===== config.mk =====
export PLATFORM = sky130hd
export DESIGN_NAME = vga_pattern_gen_flat
export DESIGN_NICKNAME = d
export VERILOG_FILES = /design/src/rtl/vga_pkg.sv /design/src/rtl/vga_pattern_gen_if.sv /design/src/rtl/vga_timing_counter.sv /design/src/rtl/vga_pattern_gen.sv /design/src/flat_wrapper.sv
export SDC_FILE = /design/constraint.sdc
export NUM_CORES = 1
export LEC_CHECK = 0
export BUFFER_PORTS_ARGS = -buffer_cell sky130_fd_sc_hd__buf_4
export CORE_ASPECT_RATIO = 1.2
export CORE_UTILIZATION = 31
export CTS_CLUSTER_DIAMETER = 40
export DETAILED_ROUTE_END_ITERATION = 16
export HOLD_SLACK_MARGIN = 0.06
export PLACE_DENSITY = 0.5
export SLEW_MARGIN = 40
export SYNTH_ARGS = -nofsm -noshare
export SYNTH_HDL_FRONTEND = slang
export SYNTH_HIERARCHICAL = 1
export SYNTH_SLANG_ARGS = --single-unit

===== constraint.sdc =====
create_clock -name iVGA_CLK -period 5.5 [get_ports iVGA_CLK]
set_clock_uncertainty 0.1 [all_clocks]
set_input_delay 0.275 -clock iVGA_CLK [delete_from_list [all_inputs] [get_ports iVGA_CLK]]
set_output_delay 0.275 -clock iVGA_CLK [all_outputs]
set_load 0.02 [all_outputs]

===== src/rtl/vga_pkg.sv =====
// Shared constants for the VGA pattern generator: default 640x480@60 timing,
// pattern mode encodings and the 8-colour bar palette.
package vga_pkg;

    localparam int DEF_H_ACTIVE = 640;
    localparam int DEF_H_FP     = 16;
    localparam int DEF_H_SYNC   = 96;
    localparam int DEF_H_BP     = 48;
    localparam int DEF_V_ACTIVE = 480;
    localparam int DEF_V_FP     = 10;
    localparam int DEF_V_SYNC   = 2;
    localparam int DEF_V_BP     = 33;

    typedef enum logic [1:0] {
        MODE_VBAR  = 2'd0,
        MODE_HBAR  = 2'd1,
        MODE_CHECK = 2'd2,
        MODE_SOLID = 2'd3
    } vga_mode_e;

    // One bit per channel; expanded to full channel width by the user.
    typedef struct packed {
        logic r;
        logic g;
        logic b;
    } pal_rgb_t;

    localparam pal_rgb_t PAL_WHITE   = 3'b111;
    localparam pal_rgb_t PAL_YELLOW  = 3'b110;
    localparam pal_rgb_t PAL_CYAN    = 3'b011;
    localparam pal_rgb_t PAL_GREEN   = 3'b010;
    localparam pal_rgb_t PAL_MAGENTA = 3'b101;
    localparam pal_rgb_t PAL_RED     = 3'b100;
    localparam pal_rgb_t PAL_BLUE    = 3'b001;
    localparam pal_rgb_t PAL_BLACK   = 3'b000;

    function automatic pal_rgb_t palette(input logic [2:0] idx);
        pal_rgb_t c;
        c = PAL_BLACK;
        case (idx)
            3'd0: c = PAL_WHITE;
            3'd1: c = PAL_YELLOW;
            3'd2: c = PAL_CYAN;
            3'd3: c = PAL_GREEN;
            3'd4: c = PAL_MAGENTA;
            3'd5: c = PAL_RED;
            3'd6: c = PAL_BLUE;
            default: c = PAL_BLACK;
        endcase
        return c;
    endfunction

endpackage


===== src/rtl/vga_pattern_gen_if.sv =====
// Video output bundle of the pattern generator: syncs, blanking, colour,
// aligned pixel coordinates and frame events.
interface vga_pattern_gen_if #(
    parameter int COLOR_W = 4,
    parameter int X_W     = 10,
    parameter int Y_W     = 10
);
    logic               oHS;
    logic               oVS;
    logic               oBLANK_n;
    logic [COLOR_W-1:0] oVGA_R;
    logic [COLOR_W-1:0] oVGA_G;
    logic [COLOR_W-1:0] oVGA_B;
    logic [X_W-1:0]     oX;
    logic [Y_W-1:0]     oY;
    logic               oFRAME_START;
    logic [15:0]        oFRAME_CNT;

    modport master (
        output oHS, oVS, oBLANK_n, oVGA_R, oVGA_G, oVGA_B,
        output oX, oY, oFRAME_START, oFRAME_CNT
    );

    modport slave (
        input oHS, oVS, oBLANK_n, oVGA_R, oVGA_G, oVGA_B,
        input oX, oY, oFRAME_START, oFRAME_CNT
    );
endinterface


===== src/rtl/vga_timing_counter.sv =====
// Raster h/v counters with combinational active/sync decode and line/frame
// end strobes; counting is held while en is low.
module vga_timing_counter
    import vga_pkg::*;
#(
    parameter int H_ACTIVE = DEF_H_ACTIVE,
    parameter int H_FP     = DEF_H_FP,
    parameter int H_SYNC   = DEF_H_SYNC,
    parameter int H_BP     = DEF_H_BP,
    parameter int V_ACTIVE = DEF_V_ACTIVE,
    parameter int V_FP     = DEF_V_FP,
    parameter int V_SYNC   = DEF_V_SYNC,
    parameter int V_BP     = DEF_V_BP,
    localparam int H_TOTAL = H_ACTIVE + H_FP + H_SYNC + H_BP,
    localparam int V_TOTAL = V_ACTIVE + V_FP + V_SYNC + V_BP,
    localparam int XW      = $clog2(H_TOTAL),
    localparam int YW      = $clog2(V_TOTAL)
) (
    input  logic          iVGA_CLK,
    input  logic          iRST_n,
    input  logic          en,
    output logic [XW-1:0] hCnt,
    output logic [YW-1:0] vCnt,
    output logic          active,
    output logic          hsAct,
    output logic          vsAct,
    output logic          lineEnd,
    output logic          frameEnd
);
    logic [31:0] hInt, vInt;

    assign hInt     = 32'(hCnt);
    assign vInt     = 32'(vCnt);
    assign lineEnd  = en && (hCnt == XW'(H_TOTAL - 1));
    assign frameEnd = lineEnd && (vCnt == YW'(V_TOTAL - 1));

    always_ff @(posedge iVGA_CLK) begin
        if (!iRST_n) begin
            hCnt <= '0;
            vCnt <= '0;
        end else if (lineEnd) begin
            hCnt <= '0;
            vCnt <= frameEnd ? '0 : vCnt + 1'b1;
        end else if (en) begin
            hCnt <= hCnt + 1'b1;
        end
    end

    // 32-bit compares so a sync window ending exactly at H_TOTAL cannot overflow XW.
    assign active = (32'(H_ACTIVE) > hInt) && (32'(V_ACTIVE) > vInt);
    assign hsAct  = (32'(H_ACTIVE + H_FP) <= hInt) && (32'(H_ACTIVE + H_FP + H_SYNC) > hInt);
    assign vsAct  = (32'(V_ACTIVE + V_FP) <= vInt) && (32'(V_ACTIVE + V_FP + V_SYNC) > vInt);

endmodule


===== src/rtl/vga_pattern_gen.sv =====
// Parametrised VGA test-pattern source: timing counter, frame-latched mode,
// bar/checker/solid pattern pipeline and frame counter; 2-cycle pin latency.
module vga_pattern_gen
    import vga_pkg::*;
#(
    parameter int H_ACTIVE   = DEF_H_ACTIVE,
    parameter int H_FP       = DEF_H_FP,
    parameter int H_SYNC     = DEF_H_SYNC,
    parameter int H_BP       = DEF_H_BP,
    parameter int V_ACTIVE   = DEF_V_ACTIVE,
    parameter int V_FP       = DEF_V_FP,
    parameter int V_SYNC     = DEF_V_SYNC,
    parameter int V_BP       = DEF_V_BP,
    parameter bit HS_POL     = 1'b0,
    parameter bit VS_POL     = 1'b0,
    parameter int COLOR_W    = 4,
    parameter int NUM_BARS   = 8,
    parameter int CHECK_LOG2 = 5
) (
    input  logic                 iVGA_CLK,
    input  logic                 iRST_n,
    input  logic [1:0]           iMODE,
    input  logic [3*COLOR_W-1:0] iSOLID_RGB,
    vga_pattern_gen_if.master    vga
);
    localparam int H_TOTAL = H_ACTIVE + H_FP + H_SYNC + H_BP;
    localparam int V_TOTAL = V_ACTIVE + V_FP + V_SYNC + V_BP;
    localparam int XW      = $clog2(H_TOTAL);
    localparam int YW      = $clog2(V_TOTAL);
    localparam int HBW     = H_ACTIVE / NUM_BARS;
    localparam int VBW     = V_ACTIVE / NUM_BARS;
    localparam int STAGES  = 1;

    typedef struct packed {
        logic                 active;
        logic                 hs;
        logic                 vs;
        logic                 fs;
        logic [XW-1:0]        x;
        logic [YW-1:0]        y;
        logic [3*COLOR_W-1:0] rgb;
    } s1_t;

    logic [STAGES:0]      vldPipe;
    logic [XW-1:0]        hCnt, hBarCnt;
    logic [YW-1:0]        vCnt, vBarCnt;
    logic [2:0]           hBarIdx, vBarIdx;
    logic                 tActive, tHs, tVs, lineEnd, frameEnd;
    vga_mode_e            modeR;
    logic [3*COLOR_W-1:0] solidR, patRgb;
    s1_t                  s1;
    logic                 seenFrame, outActive;
    logic [15:0]          frameCnt;

    function automatic logic [3*COLOR_W-1:0] expand(input pal_rgb_t p);
        return {{COLOR_W{p.r}}, {COLOR_W{p.g}}, {COLOR_W{p.b}}};
    endfunction

    // vldPipe[0] holds the counters for one cycle after release so pixel
    // (0,0) leaves on the third edge; later bits qualify the later stages.
    always_ff @(posedge iVGA_CLK) begin
        if (!iRST_n) vldPipe <= '0;
        else         vldPipe <= {vldPipe[STAGES-1:0], 1'b1};
    end

    vga_timing_counter #(
        .H_ACTIVE(H_ACTIVE), .H_FP(H_FP), .H_SYNC(H_SYNC), .H_BP(H_BP),
        .V_ACTIVE(V_ACTIVE), .V_FP(V_FP), .V_SYNC(V_SYNC), .V_BP(V_BP)
    ) uTiming (
        .iVGA_CLK (iVGA_CLK),
        .iRST_n   (iRST_n),
        .en       (vldPipe[0]),
        .hCnt     (hCnt),
        .vCnt     (vCnt),
        .active   (tActive),
        .hsAct    (tHs),
        .vsAct    (tVs),
        .lineEnd  (lineEnd),
        .frameEnd (frameEnd)
    );

    // Bar indices track the counters with in-bar counters instead of a divider;
    // they saturate at the last bar through blanking.
    always_ff @(posedge iVGA_CLK) begin
        if (!iRST_n) begin
            hBarCnt <= '0;
            hBarIdx <= '0;
            vBarCnt <= '0;
            vBarIdx <= '0;
        end else if (lineEnd) begin
            hBarCnt <= '0;
            hBarIdx <= '0;
            if (frameEnd) begin
                vBarCnt <= '0;
                vBarIdx <= '0;
            end else if (vBarCnt == YW'(VBW - 1)) begin
                vBarCnt <= '0;
                if (vBarIdx != 3'(NUM_BARS - 1)) vBarIdx <= vBarIdx + 3'd1;
            end else begin
                vBarCnt <= vBarCnt + 1'b1;
            end
        end else if (vldPipe[0]) begin
            if (hBarCnt == XW'(HBW - 1)) begin
                hBarCnt <= '0;
                if (hBarIdx != 3'(NUM_BARS - 1)) hBarIdx <= hBarIdx + 3'd1;
            end else begin
                hBarCnt <= hBarCnt + 1'b1;
            end
        end
    end

    // Latching on the last counter position means the whole next frame,
    // starting at (0,0), sees one consistent mode.
    always_ff @(posedge iVGA_CLK) begin
        if (!iRST_n) begin
            modeR  <= MODE_VBAR;
            solidR <= '0;
        end else if (frameEnd) begin
            modeR  <= vga_mode_e'(iMODE);
            solidR <= iSOLID_RGB;
        end
    end

    always_comb begin
        patRgb = '0;
        case (modeR)
            MODE_VBAR:  patRgb = expand(palette(hBarIdx));
            MODE_HBAR:  patRgb = expand(palette(vBarIdx));
            MODE_CHECK: patRgb = expand((hCnt[CHECK_LOG2] ^ vCnt[CHECK_LOG2]) ? PAL_WHITE : PAL_BLACK);
            default:    patRgb = solidR;
        endcase
    end

    always_ff @(posedge iVGA_CLK) begin
        if (!iRST_n) begin
            s1 <= '0;
        end else begin
            s1.active <= vldPipe[0] & tActive;
            s1.hs     <= vldPipe[0] & tHs;
            s1.vs     <= vldPipe[0] & tVs;
            s1.fs     <= vldPipe[0] && (hCnt == '0) && (vCnt == '0);
            s1.x      <= hCnt;
            s1.y      <= vCnt;
            s1.rgb    <= patRgb;
        end
    end

    assign outActive = s1.active & vldPipe[1];

    always_ff @(posedge iVGA_CLK) begin
        if (!iRST_n) begin
            vga.oHS          <= ~HS_POL;
            vga.oVS          <= ~VS_POL;
            vga.oBLANK_n     <= 1'b0;
            vga.oVGA_R       <= '0;
            vga.oVGA_G       <= '0;
            vga.oVGA_B       <= '0;
            vga.oX           <= '0;
            vga.oY           <= '0;
            vga.oFRAME_START <= 1'b0;
            frameCnt         <= '0;
            seenFrame        <= 1'b0;
        end else begin
            vga.oHS          <= HS_POL ? s1.hs : ~s1.hs;
            vga.oVS          <= VS_POL ? s1.vs : ~s1.vs;
            vga.oBLANK_n     <= outActive;
            {vga.oVGA_R, vga.oVGA_G, vga.oVGA_B} <= outActive ? s1.rgb : '0;
            vga.oX           <= s1.x;
            vga.oY           <= s1.y;
            vga.oFRAME_START <= s1.fs;
            // The first frame after reset keeps the count at 0.
            if (s1.fs) begin
                seenFrame <= 1'b1;
                if (seenFrame) frameCnt <= frameCnt + 16'd1;
            end
        end
    end

    assign vga.oFRAME_CNT = frameCnt;

endmodule


===== src/flat_wrapper.sv =====
// flat-port wrapper written by rule: the top's interface ports become plain ports
module vga_pattern_gen_flat import vga_pkg::*;
#(
    parameter int H_ACTIVE   = DEF_H_ACTIVE,
    parameter int H_FP       = DEF_H_FP,
    parameter int H_SYNC     = DEF_H_SYNC,
    parameter int H_BP       = DEF_H_BP,
    parameter int V_ACTIVE   = DEF_V_ACTIVE,
    parameter int V_FP       = DEF_V_FP,
    parameter int V_SYNC     = DEF_V_SYNC,
    parameter int V_BP       = DEF_V_BP,
    parameter bit HS_POL     = 1'b0,
    parameter bit VS_POL     = 1'b0,
    parameter int COLOR_W    = 4,
    parameter int NUM_BARS   = 8,
    parameter int CHECK_LOG2 = 5
)
  (iVGA_CLK, iRST_n, iMODE, iSOLID_RGB, vga_oHS, vga_oVS, vga_oBLANK_n, vga_oVGA_R, vga_oVGA_G, vga_oVGA_B, vga_oX, vga_oY, vga_oFRAME_START, vga_oFRAME_CNT);
  vga_pattern_gen_if #(.COLOR_W(COLOR_W), .X_W(6), .Y_W(5)) vga_i ();
  input  logic iVGA_CLK;
  input  logic iRST_n;
  input  logic [1:0] iMODE;
  input  logic [3*COLOR_W-1:0] iSOLID_RGB;
  output wire logic [$bits(vga_i.oHS)-1:0] vga_oHS;
  output wire logic [$bits(vga_i.oVS)-1:0] vga_oVS;
  output wire logic [$bits(vga_i.oBLANK_n)-1:0] vga_oBLANK_n;
  output wire logic [$bits(vga_i.oVGA_R)-1:0] vga_oVGA_R;
  output wire logic [$bits(vga_i.oVGA_G)-1:0] vga_oVGA_G;
  output wire logic [$bits(vga_i.oVGA_B)-1:0] vga_oVGA_B;
  output wire logic [$bits(vga_i.oX)-1:0] vga_oX;
  output wire logic [$bits(vga_i.oY)-1:0] vga_oY;
  output wire logic [$bits(vga_i.oFRAME_START)-1:0] vga_oFRAME_START;
  output wire logic [$bits(vga_i.oFRAME_CNT)-1:0] vga_oFRAME_CNT;
  assign vga_oHS = vga_i.oHS;
  assign vga_oVS = vga_i.oVS;
  assign vga_oBLANK_n = vga_i.oBLANK_n;
  assign vga_oVGA_R = vga_i.oVGA_R;
  assign vga_oVGA_G = vga_i.oVGA_G;
  assign vga_oVGA_B = vga_i.oVGA_B;
  assign vga_oX = vga_i.oX;
  assign vga_oY = vga_i.oY;
  assign vga_oFRAME_START = vga_i.oFRAME_START;
  assign vga_oFRAME_CNT = vga_i.oFRAME_CNT;
  vga_pattern_gen #(.H_ACTIVE(H_ACTIVE), .H_FP(H_FP), .H_SYNC(H_SYNC), .H_BP(H_BP), .V_ACTIVE(V_ACTIVE), .V_FP(V_FP), .V_SYNC(V_SYNC), .V_BP(V_BP), .HS_POL(HS_POL), .VS_POL(VS_POL), .COLOR_W(COLOR_W), .NUM_BARS(NUM_BARS), .CHECK_LOG2(CHECK_LOG2)) u_core (.iVGA_CLK(iVGA_CLK), .iRST_n(iRST_n), .iMODE(iMODE), .iSOLID_RGB(iSOLID_RGB), .vga(vga_i));
endmodule

==> out/qor.txt, run 1 <==
clock latency on the worst-skew pair: 410 ps
Main synth FF type: dfxtp_1
CTS Buf Count: 17
drt via density: 4.70
Post-CTS Resized: 0
Yosys warnings: 6
diode count: 0
Net Count, Synth: 602
placed inst area: 5940 um2
CTS tree: yes
initial DRC count: 224
die area: 17700 um2
EDFF count, synth: 0
Final min period: 2910 ps
Worst-path clk slew: 60 ps
routed len/inst: 12.4 um
ratio of cells with drive above 1 in the final layout: 15.1%
Final Hold Viols: 0
placed instance count: 819
Worst setup EP type: register
Yosys reg bits: 133
crit path launch type: register
first-pass GRT wire length: 18600 um
initial antenna violation count: 0
Worst R2R End: u_core/vBarCnt[9]
Critical Path Max Stage Delay: 650 ps
Post-Route WL: 10800 um
fin. max-slew vios: 0
VDD IR max: 212 uV
Die W: 122 um
crit path DAT: 3090 ps
gpl congestion: 0.779
post-route cell area: 6600 um2
Layout Cells excl Fill: 864
setup violators final: 0
H-tree depth: 4
PnR Total Power: 2.03 mW
total global routing overflow: 0
Slew headroom: 50.0%
Syn Area/Cell: 9.42 um2
endpoint required time on the critical path: 5680 ps
Synth Cell Area: 5330 um2
Hold EP: u_core/vldPipe[0]
FF-to-FF setup slack: 2590 ps
vias in the first global route: 3953
gr usage total: 13.2%
Worst-Margin Slew: 749 ps
HP Start: iRST_n
Final WS setup: 2590 ps
Power Density: 307 nW/um2
Fmax: 343 MHz
Initial Util: 31.6%
r2r worst-path depth: 7
DR pass1 iterations: 4
register area share after synthesis: 49.9%
row count: 52
RSZ-0062 raised after global routing: false
Max Root-Sink Buffers: 2
R2R Path Start: u_core/vldPipe[0]
period utilisation layout: 53.0%
Post-Route Setup TNS: 0 ps
Area growth, synth to finish: 23.8%
Setup Buffers After CTS: 0
crit path max fanout: 18
largest net degree at the start of global routing: 47
clock sinks: 133
WHS Path Cells: 1
Chip Height: 146 um
pre-CTS WS: 2600 ps
Clock Tree Root: clkbuf_16
delay-heaviest family, CP: simple AND/OR/NAND/NOR gates
WP buf/inv: 1
Leak: 2.56 nW
FFs w/ async S/R, synth: 0%
Buffers on Ports: 58
status: complete, no violations
fin nets: 672
via count: 4059
Mapped Cells: 566
DP HPWL: 7370 um
maxcap violations: 0
worst setup path category: reg -> reg
I/O pin cnt: 59
slowest CP cell: dfxtp_1
DRT antenna net count: 0
Hold Buf Count CTS: 14
worst-path cell chain: and4_1 > nand4_2 > inv_1 > nand4_1 > nor3_1 > xnor2_1 > nor2_1
Remaining DRCs: 0
Synth cell types: 46
Core Area: 16900 um2
Tightest Hold Check Type: in -> reg
[layout make-up]
class | instances | area [um2]
clock inverter | 13 | 87.6
tap | 216 | 270
timing repair buffer | 73 | 583
sequential | 133 | 2660
clock buffer | 18 | 429
fill | 1643 | 10200
multi-input combinational | 394 | 2500
inverter | 17 | 63.8
[synthesized netlist by cell type (4+ instances only)]
library cell	count	area share, %
dfxtp_1	133	50
nor2_1	74	5.2
nand2_1	39	2.7
and2_1	38	4.5
a21oi_1	27	2.5
nand4_1	23	2.7
xnor2_1	21	3.4
ha_1	20	4.7
xor2_1	19	3.1
mux2i_1	18	3.4
nand3_1	18	1.7
inv_1	16	1.1
nor3_1	14	1.3
clkbuf_1	13	0.92
o21ai_0	13	1.2
and3_1	12	1.4
nor4_1	8	0.94
or3_1	8	0.94
buf_2	7	0.66
nand2b_1	5	0.59
o31ai_1	4	0.56
[per-stage QoR]
stage	hold slack [ps]	util (%)
6_report	131	39.2
5_1_grt	145	39.2
4_1_cts	126	39.2
3_5_place_dp	247	35.3
3_3_place_gp	253	35.3
2_1_floorplan	203	-
[worst register-to-register path: stages (launching register included)]
cell and delay [ps]:
dfxtp_1 650, and4_1 380, nand4_2 340, inv_1 530, nand4_1 300, nor3_1 290
xnor2_1 140, nor2_1 50
[flip-flops by register name, summed over array words and instances (netlist names), 6 cells and up]
| register | cells |
|---|---|
| u_core/hBarCnt | 10 |
| u_core/s1 | 27 |
| u_core/solidR | 12 |
| u_core/uTiming/hCnt | 10 |
| u_core/uTiming/vCnt | 10 |
| u_core/vBarCnt | 10 |
| u_core/vga.oFRAME_CNT | 16 |
| u_core/vga.oX | 6 |
[cells by family after synthesis]
logic type | count (synthesis) | share of synthesized area (%)
AO/OA/AOI/OAI | 55 | 6.22
XOR/XNOR | 40 | 6.57
adder cells (fa/ha/maj) | 20 | 4.69
buffers and inverters | 39 | 3.12
flip-flops | 133 | 49.9
multiplexers | 18 | 3.38
AND/OR/NAND/NOR | 261 | 26.1
[power breakdown]
| group | internal (mW) | leakage, nW | total (mW) | switching [mW] |
|---|---|---|---|---|
| registers | 0.978 | 1.08 | 0.989 | 0.0108 |
| logic | 0.0289 | 1.23 | 0.0612 | 0.0323 |
| clock network | 0.570 | 0.251 | 0.975 | 0.405 |
| total | 1.58 | 2.56 | 2.03 | 0.448 |
[worst max path at each step]
| stage | start | end | slack [ps] | cells after the start |
|---|---|---|---|---|
| after global placement | u_core/vldPipe[0] | u_core/vBarCnt[9] | 2690 | 7 |
| after floorplan | u_core/uTiming/hCnt[5] | u_core/vBarIdx[0] | 3260 | 9 |
| after detailed placement | u_core/vldPipe[0] | u_core/vBarCnt[9] | 2600 | 7 |
| final | u_core/vldPipe[0] | u_core/vBarCnt[9] | 2590 | 7 |
| after CTS | u_core/vldPipe[0] | u_core/vBarCnt[9] | 2600 | 7 |
| after global routing | u_core/vldPipe[0] | u_core/vBarCnt[9] | 2290 | 7 |
[cells in the final DEF, fill, tap and decap left out, types with 4 or more instances in the layout]
cell type      instances
dfxtp_1              133
nor2_1                73
buf_4                 59
nand2_1               39
and2_1                38
a21oi_1               27
nand4_1               23
xnor2_1               21
ha_1                  20
xor2_1                19
nand3_1               18
mux2i_1               18
clkbuf_16             17
inv_1                 16
dlygate4sd3_1         14
nor3_1                14
o21ai_0               13
and3_1                12
nor4_1                 8
or3_1                  8
clkinv_2               6
nand2b_1               5
o31ai_1                4
[metal layers]
metal / track usage, % / wire [um] / part of all wire [%] / vias up
met4: 5.93 / 125 / 1.2 / 0
met1: 15.8 / 4980 / 46 / 1902
li1: - / - / - / 2080
met3: 3.02 / 317 / 2.9 / 8
met5: 0 / 0 / 0 / -
met2: 22.2 / 5340 / 50 / 69
No activity file was read; power rests on OpenSTA's default activity.
==> run 2: changes to the inputs <==
- clock period: 5.5 -> 2.75 ns (I/O delays scaled with it)
==> run 2 against run 1 <==
Effect of this change: register-to-register slack got worse by 2100 ps; sequential share of layout area is 1.1 points lower; die area stayed put; first-iteration DRC count fell by 18%; sequential power is 99% higher; critical path depth unchanged; combinational power increased by 110%; critical endpoint unchanged; largest cell class unchanged.
==> out/qor.txt, run 2 (synthesis results as in run 1) <==
status: complete, no violations (unchanged)
Leak: 2.65 nW (was 2.56 nW)
via count: 4056 (was 4059)
initial DRC count: 184 (was 224)
Layout Cells excl Fill: 870 (was 864)
Max Root-Sink Buffers: 2 (unchanged)
worst setup path category: reg -> reg (unchanged)
# fillers: 1651 (was 1643)
crit path launch type: register (unchanged)
Worst R2R End: u_core/vBarCnt[9] (unchanged)
Setup Buffers After CTS: 0 (unchanged)
Worst-Margin Slew: 475 ps (was 749 ps)
Core Util, Final: 40.3% (was 39.2%)
RSZ-0062 raised after global routing: false (unchanged)
most common cell after layout, fill and taps aside: dfxtp_1 (unchanged)
WHS Path Cells: 5 (was 1)
ratio of cells with drive above 1 in the final layout: 16.1% (was 15.1%)
final hold slack: 108 ps (was 131 ps)
FF-to-FF setup slack: 510 ps (was 2590 ps)
Power Density: 682 nW/um2 (was 307 nW/um2)
routed len/inst: 12.7 um (was 12.4 um)
fin nets: 677 (was 672)
I/O pin cnt: 59 (unchanged)
Fmax: 447 MHz (was 343 MHz)
Final min period: 2240 ps (was 2910 ps)
VDD IR max: 420 uV (was 212 uV)
highest-count cells in the layout ignoring fill and taps: dfxtp_1, nor2_1, buf_4 (unchanged)
fin. max-slew vios: 0 (unchanged)
drt via density: 4.66 (was 4.70)
Clock Tree Root: clkbuf_16 (unchanged)
setup violators final: 0 (unchanged)
clock latency on the worst-skew pair: 420 ps (was 410 ps)
die area: 17700 um2 (unchanged)
max reg flops: 27 (unchanged)
pre-CTS WS: 516 ps (was 2600 ps)
DR pass1 iterations: 4 (unchanged)
row count: 52 (unchanged)
DP HPWL: 7560 um (was 7370 um)
post-route cell area: 6790 um2 (was 6600 um2)
placed instance count: 824 (was 819)
largest net degree at the start of global routing: 46 (was 47)
Worst setup EP type: register (unchanged)
Area growth, synth to finish: 27.3% (was 23.8%)
period utilisation layout: 81.4% (was 53.0%)
DRT antenna net count: 0 (unchanged)
total global routing overflow: 0 (unchanged)
crit path DAT: 2440 ps (was 3090 ps)
Post-Route Setup TNS: 0 ps (unchanged)
gpl congestion: 0.796 (was 0.779)
Tightest Hold Check Type: in -> reg (unchanged)
CTS Buf Count: 17 (unchanged)
Initial Util: 31.6% (unchanged)
Die W: 122 um (unchanged)
maxcap violations: 0 (unchanged)
worst-path cell chain: ha_1 > nand4_2 > inv_1 > nand4_1 > nor3_1 > xnor2_1 > nor2_1 (was and4_1 > nand4_2 > inv_1 > nand4_1 > nor3_1 > xnor2_1 > nor2_1)
slowest CP cell: dfxtp_1 (unchanged)
Final WS setup: 512 ps (was 2590 ps)
Final Hold Viols: 0 (unchanged)
endpoint required time on the critical path: 2950 ps (was 5680 ps)
Worst-path clk slew: 60 ps (about the same)
first-pass GRT wire length: 19100 um (was 18600 um)
gr usage total: 13.7% (was 13.2%)
initial antenna violation count: 0 (unchanged)
Post-Route WL: 11100 um (was 10800 um)
Biggest register: u_core/s1 (unchanged)
Buffers on Ports: 58 (unchanged)
Critical Path Max Stage Delay: 450 ps (was 650 ps)
Hold EP: u_core/hBarIdx[1] (was u_core/vldPipe[0])
crit path max fanout: 14 (was 18)
H-tree depth: 4 (unchanged)
Core Area: 16900 um2 (unchanged)
placed inst area: 5980 um2 (was 5940 um2)
diode count: 0 (unchanged)
vias in the first global route: 3972 (was 3953)
R2R Path Start: u_core/uTiming/hCnt[0] (was u_core/vldPipe[0])
PnR Total Power: 4.63 mW (was 2.03 mW)
Slew headroom: 68.3% (was 50.0%)
CTS tree: yes (unchanged)
Remaining DRCs: 0 (unchanged)
clock sinks: 133 (unchanged)
Chip Height: 146 um (unchanged)
r2r worst-path depth: 7 (unchanged)
HP Start: iRST_n (unchanged)
-- run 2: changes by cell type in the layout (fill, tap and decap cells not counted), sizes merged --
cell	delta
bufinv	+5
buf	+5
clkinv	-7
clkbuf	+2
clkinvlp	+1
-- run 2: how the worst max path moves through the flow --
stage,from,to,cells after the start
6_report,u_core/uTiming/hCnt[0],u_core/vBarCnt[9],7
4_1_cts,u_core/uTiming/hCnt[0],u_core/vBarCnt[9],7
2_1_floorplan,u_core/uTiming/hCnt[5],u_core/vBarIdx[0],9
3_3_place_gp,u_core/uTiming/hCnt[5],u_core/vBarCnt[9],7
3_5_place_dp,u_core/uTiming/hCnt[0],u_core/vBarCnt[9],7
5_1_grt,u_core/uTiming/hCnt[0],u_core/vBarCnt[9],7
-- run 2: worst max-delay path: cells and delay by family (launching register included) --
kind	cells	cell delay [ps]
xor+xnor	1	150
simple gates	4	730
fa+ha+maj	1	340
buf+inv	1	340
flops	1	450
-- run 2: where the power goes --
part / internal [mW] / leakage [nW] / switching, mW
clock network: 1.68 / 0.315 / 0.841
logic: 0.0605 / 1.26 / 0.0709
registers: 1.96 / 1.08 / 0.0182
total: 3.70 / 2.65 / 0.930
-- run 2: layout make-up --
cell class,instances,area (um2),area share [%]
Tap cell,216,270,3.98
Clock buffer,20,467,6.88
Multi-Input combinational cell,394,2500,36.9
Inverter,17,63.8,0.940
Timing Repair Buffer,78,621,9.14
Clock inverter,12,199,2.93
Sequential cell,133,2660,39.2
-- run 2: repair_timing --
item,in CTS,in global routing
hold buffers,14,0
gates resized for setup,0,0
setup endpoints to repair,0,0
endpoints found under the hold margin,14,0
-- run 2: routing by layer --
| metal | global-route usage, % | up-vias | part of all wire (%) |
|---|---|---|---|
| met5 | 0 | - | 0 |
| met3 | 4.04 | 8 | 3.3 |
| li1 | - | 2098 | - |
| met4 | 6.11 | 0 | 1.4 |
| met2 | 21.9 | 71 | 48 |
| met1 | 16.8 | 1879 | 47 |
==> run 3: changes to the inputs <==
- ABC_AREA: unset -> 1
- PLACE_DENSITY: 0.5 -> 0.51
- clock period: 2.75 -> 1.83 ns (I/O delays scaled with it)
==> run 3 against run 2 <==
Effect of this change: count of clock-buffer cells in the layout up 3; power is 43% higher; synthesized cell count grew 37%; final cell count up 29%; wire length up 8.3%; non-clock buffer count increased by 24; sequential cell count unchanged; critical path depth increased by 4; critical path type unchanged.
==> out/qor.txt, run 3 <==
r2r worst-path depth: 11 (was 7)
switching part of the total: 20.6% (was 20.1%)
status: complete, no violations (unchanged)
vias in the first global route: 4563 (was 3972)
Layout Cells excl Fill: 1118 (was 870)
clock latency on the worst-skew pair: 420 ps (about the same)
H-tree depth: 4 (unchanged)
WHS Path Cells: 1 (was 5)
EDFF count, synth: 0 (unchanged)
CP Depth: 11 (was 7)
DR pass1 iterations: 4 (unchanged)
WP buf/inv: 2 (was 1)
Met1 Wirelength: 5750 um (was 5230 um)
largest cells by area after synthesis: dfxtp_1, nand2_1, inv_1, nor2_1, ha_1 (was dfxtp_1, nor2_1, ha_1, and2_1, xnor2_1)
combinational share of power: 3.3% (was 2.8%)
Core Util, Final: 40.9% (was 40.3%)
Clock Tree Root: clkbuf_16 (unchanged)
VDD IR max: 678 uV (was 420 uV)
most common library cells after synthesis: nand2_1, inv_1, dfxtp_1, nor2_1, o21ai_0 (was dfxtp_1, nor2_1, nand2_1, and2_1, a21oi_1)
Core Area: 18100 um2 (was 16900 um2)
R2R Path Start: u_core/uTiming/vCnt[0] (was u_core/uTiming/hCnt[0])
Remaining DRCs: 0 (unchanged)
largest net degree at the start of global routing: 32 (was 46)
first-pass GRT wire length: 20600 um (was 19100 um)
maxcap violations: 0 (unchanged)
DRT antenna net count: 0 (unchanged)
via count: 4820 (was 4056)
drt via density: 4.31 (was 4.66)
FF-to-FF setup slack: 120 ps (was 510 ps)
share of power burned in registers: 44.5% (was 42.7%)
worst-path cell chain: inv_1 > ha_1 > nand2_1 > nor2_1 > nand3_2 > nor2_4 > buf_4 > or2_2 > nand4_1 > nand2_1 > nor2_1 (was ha_1 > nand4_2 > inv_1 > nand4_1 > nor3_1 > xnor2_1 > nor2_1)
FFs w/ async S/R, synth: 0% (unchanged)
Yosys reg bits: 133 (unchanged)
pre-CTS WS: 64.9 ps (was 516 ps)
DR top layer: met4 (unchanged)
count leader, synth: nand2_1 (was dfxtp_1)
gpl congestion: 0.815 (was 0.796)
ratio of cells with drive above 1 in the final layout: 18.8% (was 16.1%)
Worst-Margin Slew: 568 ps (was 475 ps)
Area growth, synth to finish: 29.6% (was 27.3%)
slowest CP cell: dfxtp_1 (unchanged)
Chip Height: 151 um (was 146 um)
Power Density: 897 nW/um2 (was 682 nW/um2)
period utilisation layout: 93.4% (was 81.4%)
total global routing overflow: 0 (unchanged)
register area share after synthesis: 46.6% (was 49.9%)
Initial Util: 31.5% (was 31.6%)
Fmax: 585 MHz (was 447 MHz)
Psw: 1.37 mW (was 0.930 mW)
gr usage total: 13.6% (was 13.7%)
Syn Area/Cell: 7.38 um2 (was 9.42 um2)
setup violators final: 0 (unchanged)
placed instance count: 1069 (was 824)
crit path max fanout: 6 (was 14)
I/O pin cnt: 59 (unchanged)
routed wl met2: 5620 um (was 5330 um)
Main synth FF type: dfxtp_1 (unchanged)
clock network power share: 52.2% (was 54.5%)
crit path DAT: 1960 ps (was 2440 ps)
Leak: 3.40 nW (was 2.65 nW)
initial DRC count: 243 (was 184)
Die W: 126 um (was 122 um)
fin nets: 917 (was 677)
RSZ-0062 raised after global routing: false (unchanged)
delay-heaviest family, CP: simple AND/OR/NAND/NOR gates (unchanged)
worst setup path category: reg -> reg (unchanged)
Yosys warnings: 6 (unchanged)
most common cell after layout, fill and taps aside: nand2_1 (was dfxtp_1)
Synth cell types: 38 (was 46)
Buffers on Ports: 58 (unchanged)
max reg flops: 27 (unchanged)
die area: 19000 um2 (was 17700 um2)
clock sinks: 133 (unchanged)
Net Count, Synth: 810 (was 602)
endpoint required time on the critical path: 2090 ps (was 2950 ps)
Final min period: 1710 ps (was 2240 ps)
Critical Path Source: u_core/uTiming/vCnt[0] (was u_core/uTiming/hCnt[0])
Worst-path clk slew: 60 ps (about the same)
P_int: 5.27 mW (was 3.70 mW)
Tightest Hold Check Type: reg -> reg (was in -> reg)
crit path launch type: register (unchanged)
diode count: 0 (unchanged)
Critical Path Max Stage Delay: 330 ps (was 450 ps)
post-synth top area share: 46.6% (was 49.9%)
Final WS setup: 121 ps (was 512 ps)
Worst Setup EP: u_core/vBarIdx[2] (was u_core/vBarCnt[9])
Post-Route Setup TNS: 0 ps (unchanged)
routed len/inst: 10.7 um (was 12.7 um)
DP HPWL: 8510 um (was 7560 um)
Worst setup EP type: register (unchanged)
initial antenna violation count: 0 (unchanged)
Slew headroom: 62.1% (was 68.3%)
fin. max-slew vios: 0 (unchanged)
CTS Buf Count: 17 (unchanged)
WL met3: 387 um (was 360 um)
row count: 54 (was 52)
Biggest register: u_core/s1 (unchanged)
Mapped Cells: 774 (was 566)
Final Hold Viols: 0 (unchanged)
Post-Route WL: 12000 um (was 11100 um)
Synth Cell Area: 5710 um2 (was 5330 um2)
PnR Total Power: 6.64 mW (was 4.63 mW)
Max Root-Sink Buffers: 2 (unchanged)
highest-count cells in the layout ignoring fill and taps: nand2_1, inv_1, dfxtp_1 (was dfxtp_1, nor2_1, buf_4)
CTS tree: yes (unchanged)
area leader, netlist: dfxtp_1 (unchanged)
Worst R2R End: u_core/vBarIdx[2] (was u_core/vBarCnt[9])
run 3: logic make-up after synthesis:
| group | share of synthesized area [%] |
|---|---|
| flops | 46.6 |
| compound gates | 7.58 |
| buf+inv | 10.6 |
| xor+xnor | 1.69 |
| fa+ha+maj | 4.38 |
| simple gates | 29.1 |
run 3: power by group through the flow:
stage	combinational [mW]	sequential [mW]	clock, mW
floorplan	0.104	3.02	0
global placement	0.196	3.01	0
detailed placement	0.194	3.01	0
CTS	0.221	2.95	3.58
global route	0.248	2.96	3.69
finish	0.220	2.95	3.47
run 3: per-layer routing:
layer  vias up  track usage [%]
met5         -                0
met4         0             6.39
met3        17             3.48
met2        70             23.5
met1      2123             15.9
li1       2610                -
run 3: repair_timing:
action / CTS / global route
gates resized for setup: 0 / 25
endpoints found under the setup margin: 0 / 31
endpoints found under the hold margin: 35 / 0
setup buffers: 0 / 1
hold buffers: 15 / 0
run 3: through the flow:
stage | hold WS [ps] | area, um2
floorplan | 19.2 | 5730
global placement | 241 | 6570
detailed placement | 235 | 6570
CTS | 269 | 7330
global route | 275 | 7400
finish | 265 | 7400
run 3: area by class of cell:
type / instances / area (um2)
fill: 1883 / 10700
sequential: 133 / 2670
multi-input combinational: 486 / 2510
timing repair buffer: 102 / 811
inverter: 141 / 532
clock buffer: 23 / 478
tap: 224 / 280
clock inverter: 9 / 125
run 3: worst min-delay path by stage:
stage | endpoint | slack [ps] | startpoint
after floorplan | u_core/vldPipe[0] | 20 | iRST_n
after global placement | u_core/solidR[7] | 240 | iSOLID_RGB[7]
after detailed placement | u_core/solidR[5] | 240 | iSOLID_RGB[5]
after CTS | u_core/vga.oHS | 270 | u_core/s1[34]
after global routing | u_core/vga.oHS | 280 | u_core/s1[34]
final | u_core/vga.oHS | 260 | u_core/s1[34]
run 3: worst register-to-register path, cell delays in order (launching register included):
cell and delay (ps):
dfxtp_1 330, inv_1 70, ha_1 190, nand2_1 70, nor2_1 50, nand3_2 100
nor2_4 60, buf_4 150, or2_2 300, nand4_1 90, nand2_1 50, nor2_1 80
